### src/rtl/acc_share_arbiter.sv
// Two-requester round-robin front end for a shared signed add/subtract accumulator.
// Each grant runs IDLE -> EXEC -> ACK. EXEC updates S/OF and raises the winner's Ack.
module acc_share_arbiter #(
   parameter int WIDTH = 8
) (
   input  logic             Clk,
   input  logic             Resetn,
   input  logic             Req0,
   input  logic             Mode0,
   input  logic [WIDTH-1:0] A0,
   input  logic             Req1,
   input  logic             Mode1,
   input  logic [WIDTH-1:0] A1,
   input  logic             Clear,
   output logic             Ack0,
   output logic             Ack1,
   output logic             Busy,
   output logic [WIDTH-1:0] S,
   output logic             OF
);

   typedef enum logic [1:0] {IDLE, EXEC, ACK} state_t;

   state_t           state_reg, state_next;
   logic [WIDTH-1:0] s_reg, s_next;
   logic             of_reg, of_next;
   logic             ack0_reg, ack0_next;
   logic             ack1_reg, ack1_next;
   logic             busy_reg, busy_next;
   logic             ptr_reg, ptr_next;
   logic [WIDTH-1:0] a_reg, a_next;
   logic             mode_reg, mode_next;
   logic             id_reg, id_next;

   logic             win1;
   logic [WIDTH:0]   s_ext, a_ext, sum_ext;

   // One extra sign bit: overflow shows up as a disagreement between the top two bits.
   assign s_ext   = {s_reg[WIDTH-1], s_reg};
   assign a_ext   = {a_reg[WIDTH-1], a_reg};
   assign sum_ext = mode_reg ? (s_ext - a_ext) : (s_ext + a_ext);

   // With both requests up, the pointer names the winner.
   assign win1 = Req1 && (!Req0 || ptr_reg);

   always_comb begin
      state_next = state_reg;
      s_next     = s_reg;
      of_next    = of_reg;
      ack0_next  = ack0_reg;
      ack1_next  = ack1_reg;
      busy_next  = busy_reg;
      ptr_next   = ptr_reg;
      a_next     = a_reg;
      mode_next  = mode_reg;
      id_next    = id_reg;
      case (state_reg)
         IDLE: begin
            if (Clear) begin
               s_next  = '0;
               of_next = 1'b0;
            end else if (Req0 || Req1) begin
               id_next    = win1;
               a_next     = win1 ? A1 : A0;
               mode_next  = win1 ? Mode1 : Mode0;
               busy_next  = 1'b1;
               state_next = EXEC;
            end
         end
         EXEC: begin
            s_next     = sum_ext[WIDTH-1:0];
            of_next    = sum_ext[WIDTH] ^ sum_ext[WIDTH-1];
            ack0_next  = !id_reg;
            ack1_next  = id_reg;
            state_next = ACK;
         end
         ACK: begin
            ack0_next  = 1'b0;
            ack1_next  = 1'b0;
            busy_next  = 1'b0;
            ptr_next   = !id_reg;
            state_next = IDLE;
         end
         default: state_next = IDLE;
      endcase
   end

   always_ff @(posedge Clk) begin
      if (!Resetn) begin
         state_reg <= IDLE;
         s_reg     <= '0;
         of_reg    <= 1'b0;
         ack0_reg  <= 1'b0;
         ack1_reg  <= 1'b0;
         busy_reg  <= 1'b0;
         ptr_reg   <= 1'b0;
         a_reg     <= '0;
         mode_reg  <= 1'b0;
         id_reg    <= 1'b0;
      end else begin
         state_reg <= state_next;
         s_reg     <= s_next;
         of_reg    <= of_next;
         ack0_reg  <= ack0_next;
         ack1_reg  <= ack1_next;
         busy_reg  <= busy_next;
         ptr_reg   <= ptr_next;
         a_reg     <= a_next;
         mode_reg  <= mode_next;
         id_reg    <= id_next;
      end
   end

   assign Ack0 = ack0_reg;
   assign Ack1 = ack1_reg;
   assign Busy = busy_reg;
   assign S    = s_reg;
   assign OF   = of_reg;

endmodule

### config.mk
export PLATFORM = sky130hd
export DESIGN_NAME = acc_share_arbiter
export DESIGN_NICKNAME = d
export VERILOG_FILES = /design/src/rtl/acc_share_arbiter.sv
export SDC_FILE = /design/constraint.sdc
export NUM_CORES = 1
export LEC_CHECK = 0
export ABC_AREA = 1
export ABC_CLOCK_PERIOD_IN_PS = 3790
export CAP_MARGIN = 20
export CELL_PAD_IN_SITES_DETAIL_PLACEMENT = 2
export CELL_PAD_IN_SITES_GLOBAL_PLACEMENT = 2
export CORE_ASPECT_RATIO = 1.2
export CORE_MARGIN = 10
export CORE_UTILIZATION = 37
export CTS_CLUSTER_DIAMETER = 80
export DETAILED_ROUTE_END_ITERATION = 10
export DONT_BUFFER_PORTS = 1
export PLACE_DENSITY = 0.85
export SLEW_MARGIN = 20
export SYNTH_ARGS = -nofsm -noshare
export SYNTH_HDL_FRONTEND = slang
export SYNTH_SLANG_ARGS = --single-unit
### constraint.sdc
create_clock -name Clk -period 3.79 [get_ports Clk]
set_input_delay 0.379 -clock Clk [delete_from_list [all_inputs] [get_ports Clk]]
set_output_delay 0.379 -clock Clk [all_outputs]
set_load 0.005 [all_outputs]
## Word level (Yosys, flattened, before mapping)

Cells that the tools add are included.

- Register bits: 25
- Latch bits: 0
- Bits in writable memories: 0
- ROM bits: 0
- Input bits: 23
- Output and inout bits: 12
- Logic and storage cells: 47
- Memories: 0

- Add/sub/neg operators: 2
- $mul: 0
- Divide/modulo/power cells: 0
- Order comparisons: 0
- Eq/ne operators: 5
- Shift operators: 0
- Mux-type cells: 15
- Bitwise logic cells: 2
- Reductions and logical operators: 13

Operators with widths:

| kind | count |
|---|---|
| $mux 8 | 2 |
| $pmux 8 s2 | 1 |
| $add 8x8->9 | 1 |
| $mux 9 | 1 |
| $sub 8x8->9 | 1 |
| $pmux 1 s2 | 4 |
| $ne 2x2->1 const B | 3 |
| $reduce_and 3->1 | 2 |
| $reduce_bool 2->1 | 3 |
| $mux 1 | 4 |
| $mux 2 | 2 |
| $pmux 2 s2 | 1 |
| $reduce_and 2->1 | 2 |
| $eq 2x1->1 const B | 1 |
| $eq 2x2->1 const B | 1 |
| $logic_not 1->1 | 2 |
| $logic_not 2->1 | 1 |
| $logic_or 1x1->1 | 2 |
| $logic_and 1x1->1 | 1 |
| $not 1->1 | 1 |
| $xor 1x1->1 | 1 |

## Longest topological paths before layout

- Depth after elaboration: 4
- Depth in mapped cells: 20
- Depth with buffers taken out: 20

## Worst setup path before layout

Ideal clock, no wire load.

- Path kind: flip-flop to flip-flop
- Start point: register a_reg[0]
- End point: register of_reg (netlist: OF)
- Setup time: 0.066 ns
- Data arrival time: 2.193 ns
- Required time: 3.724 ns
- Setup slack: 1.531 ns
- Stages on the path, launching flop included: 19
- Path buffers: 0
- Period minus slack after synthesis: 2.259 ns
- Cell sequence: dfxtp_1 -> inv_1 -> ha_1 -> inv_1 -> nor2_2 -> inv_1 -> o31ai_1 -> a21oi_1 -> a21oi_1 -> inv_1 -> ha_1 -> a21oi_1 -> a21boi_1 -> nand3_1 -> nand2_2 -> inv_1 -> nand2_1 -> nand3_2 -> a21oi_2

- Longest elaborated chain between the ends: 4
- Elaborated cells between the ends (all ways): 5
- Classes of those cells: add/sub: 2; mux: 2; bitwise: 1

Ends and longest elaborated chain:

| item | line | text |
|---|---|---|
| start: declaration | 31 | `logic [WIDTH-1:0] a_reg, a_next;` |
| start signal: assignment | 108 | `a_reg <= a_next;` |
| $add 8x8->9 or $sub 8x8->9 (tied branches) | 41 | `assign sum_ext = mode_reg ? (s_ext - a_ext) : (s_ext + a_ext);` |
| $mux 9 (*) | 41 |  |
| $xor 1x1->1 (*) | 72 | `of_next = sum_ext[WIDTH] ^ sum_ext[WIDTH-1];` |
| $pmux 1 s2 (*) | 57 | `case (state_reg)` |
| end signal: assignment | 103 | `of_reg <= of_next;` |
| end: declaration | 26 | `logic of_reg, of_next;` |

Mark *: on every way between the ends. The rest lies on a longest branch, timed or not.
A chain may end at the register's enable or synchronous reset.

## Worst setup path in the final report

Ends and elaborated chain as after synthesis.

==> reports/results.ini <==
[outcome]
outcome=complete, no violations

[worst_setup_path]
reg2reg_to=OF
cp_max_fo=5
r2r_cells=18
rrSetupSlack_ps=1110
cp-startpoint=a_reg[0]
crit_path_end=OF
critPathRequiredTime_ps=4000
r2r-start=a_reg[0]
worstSetupStartpointType=register
critPathCaptureType=register
critPathKind=reg2reg
crit_arrival_ps=2890

[synthesis]
syn_avg_cell_area_um2=6.902
ys_seq_elements=25
synthTopCellsByArea=dfxtp_1, nand2_1, inv_1
synthesis.nets=286
yosysSeqAreaShare_pct=29.01
netlist_area_mm2=0.001725
synthArstFlopShare_pct=0
yosys_warnings=0
yosys.area.top_type=dfxtp_1
yosysUniqueCellTypes=35
synth_cells=250
synth_edf_count=0
synthFlopType=dfxtp_1
synth_top_area_share_pct=29.01

[clock_tree]
clockBufferDepth=2
cts_tree=done
root_buffer=clkbuf_8
insertion_delay_ps=280
holdBufCountCts=0
cts.sinks=25
cts_resized=0
numCtsBuffers=3
clk_pin_slew_ps=100
postCtsSetupBuffers=0
htreeDepth=1

[place]
port_buffers=0
gp_congestion=0.7999
hpwl_mm=4.052
dpl_worst_slack_ps=1081
placed_area_mm2=0.001768

[sta]
fin_crit_sh_pct=70.77
finalCriticalPeriod_ps=2682
maxClockFrequency_mhz=372.8
final_max_slew_viol_count=0
rsz0062_at_grt=false
worst_slack_ps=1108
finalHoldViolCount=0
relSlewSlack_pct=64.87
worstMarginPinSlew_ps=526.4
clock_skew_ps=6.162
setup_viol=0
tns_ps=0

[floorplan]
coreArea_mm2=0.004561
die_y_um=94.81
rows=27
ioPinCount=35
die_x_um=82.34
start_util_pct=37.83
dieArea_mm2=0.007806

[detailed_routing]
drt_iter0_drc=58
vias=1612
firstDrtPassIters=4
wl_per_cell_um=16.15
wl_mm=4.973
ant_nets=0
drc_errors=0
via_per_inst=5.234

[finish]
stdcell_area_mm2=0.001817
fin_nets=287
layout_common_cells=nand2_1, inv_1, dfxtp_1, a21oi_1, nand3_1
final_common_cell=nand2_1
regArea_um2=500.5
utilization_pct=39.84
final_layout_size_suffix_gt1_share_pct=10.00
multiInputGateArea_mm2=0.001015
fill_cells=572
area_growth_pct=5.294
diodes=0

[grt]
antenna_found_initial=0
grt_pass1_wl_mm=8.445
grt_max_degree=20
grt.overflow.total=0
grt_pass1_vias=1818
grt_use_total_pct=13.46

[power]
p_per_area_mw_per_mm2=873.2
ir_drop_mv=0.2331
leakagePower_uw=0.0008461

[hold_path]
hp-start=Resetn
worstHoldPathType=in2reg

[job]
max_cap_violations=0

[power by group]
group          switching, µW  total (µW)  internal, µW
clock                   97.6         172          74.8
combinational            632         993           361
sequential              89.1         421           332
[metal layers]
metal | vias to the layer above | part of all wire [%] | track usage [%]
li1 | 809 | - | -
met1 | 766 | 44 | 15.32
met2 | 32 | 50 | 24.09
met3 | 5 | 4.6 | 2.662
met4 | 0 | 1.3 | 4.403
met5 | - | 0 | 0
[cells in the mapped netlist, types with 3 or more instances]
library cell,n
o211ai_1,9
nand2_1,53
xor2_1,4
dfxtp_1,25
inv_2,4
o21ai_0,6
nand2_2,3
ha_1,12
a21oi_1,22
nand3_1,18
nand3_2,4
nor2_2,3
nor2_1,16
inv_1,43
[critical path, stage by stage (launching register included)]
cell and delay, ps:
dfxtp_1 390, inv_1 90, ha_1 150, inv_1 60, nor2_2 120, inv_1 90, o31ai_1 210, a21oi_1 90
a21oi_1 140, inv_1 70, ha_1 340, a21oi_1 150, a21boi_1 210, nand3_1 100, nand2_2 90, inv_1 50
nand2_1 70, nand3_2 70, a21oi_2 120
[per-stage QoR]
| step | hold WS (ps) | instances | total power (µW) |
|---|---|---|---|
| final | 229.2 | 308 | 1586 |
| after global routing | 227.9 | 308 | 1761 |
| after CTS | 227.4 | 308 | 1607 |
| after detailed placement | 485.7 | 304 | 1422 |
| after global placement | 480.5 | 304 | 1366 |
| after floorplan | 443.2 | 250 | 1194 |
[cell families after synthesis]
group	Yosys count	share of synthesized area, %
simple gates	104	28.64
fa+ha+maj	13	9.862
flops	25	29.01
xor+xnor	5	2.538
buf+inv	52	12.18
compound gates	51	17.77
[worst min path at each step]
stage	to	cells after the start
global placement	Ack1	2
global route	ptr_reg	2
CTS	state_reg[1]	2
detailed placement	Ack1	2
finish	state_reg[1]	2
floorplan	ptr_reg	1
[area by class of cell]
class	instances	area share, %
Tap cell	58	3.994
Clock buffer	3	2.273
Sequential cell	25	27.55
Clock inverter	1	0.4132
Multi-Input combinational cell	173	55.85
Inverter	48	9.917
(Power assumes the default switching activity.)
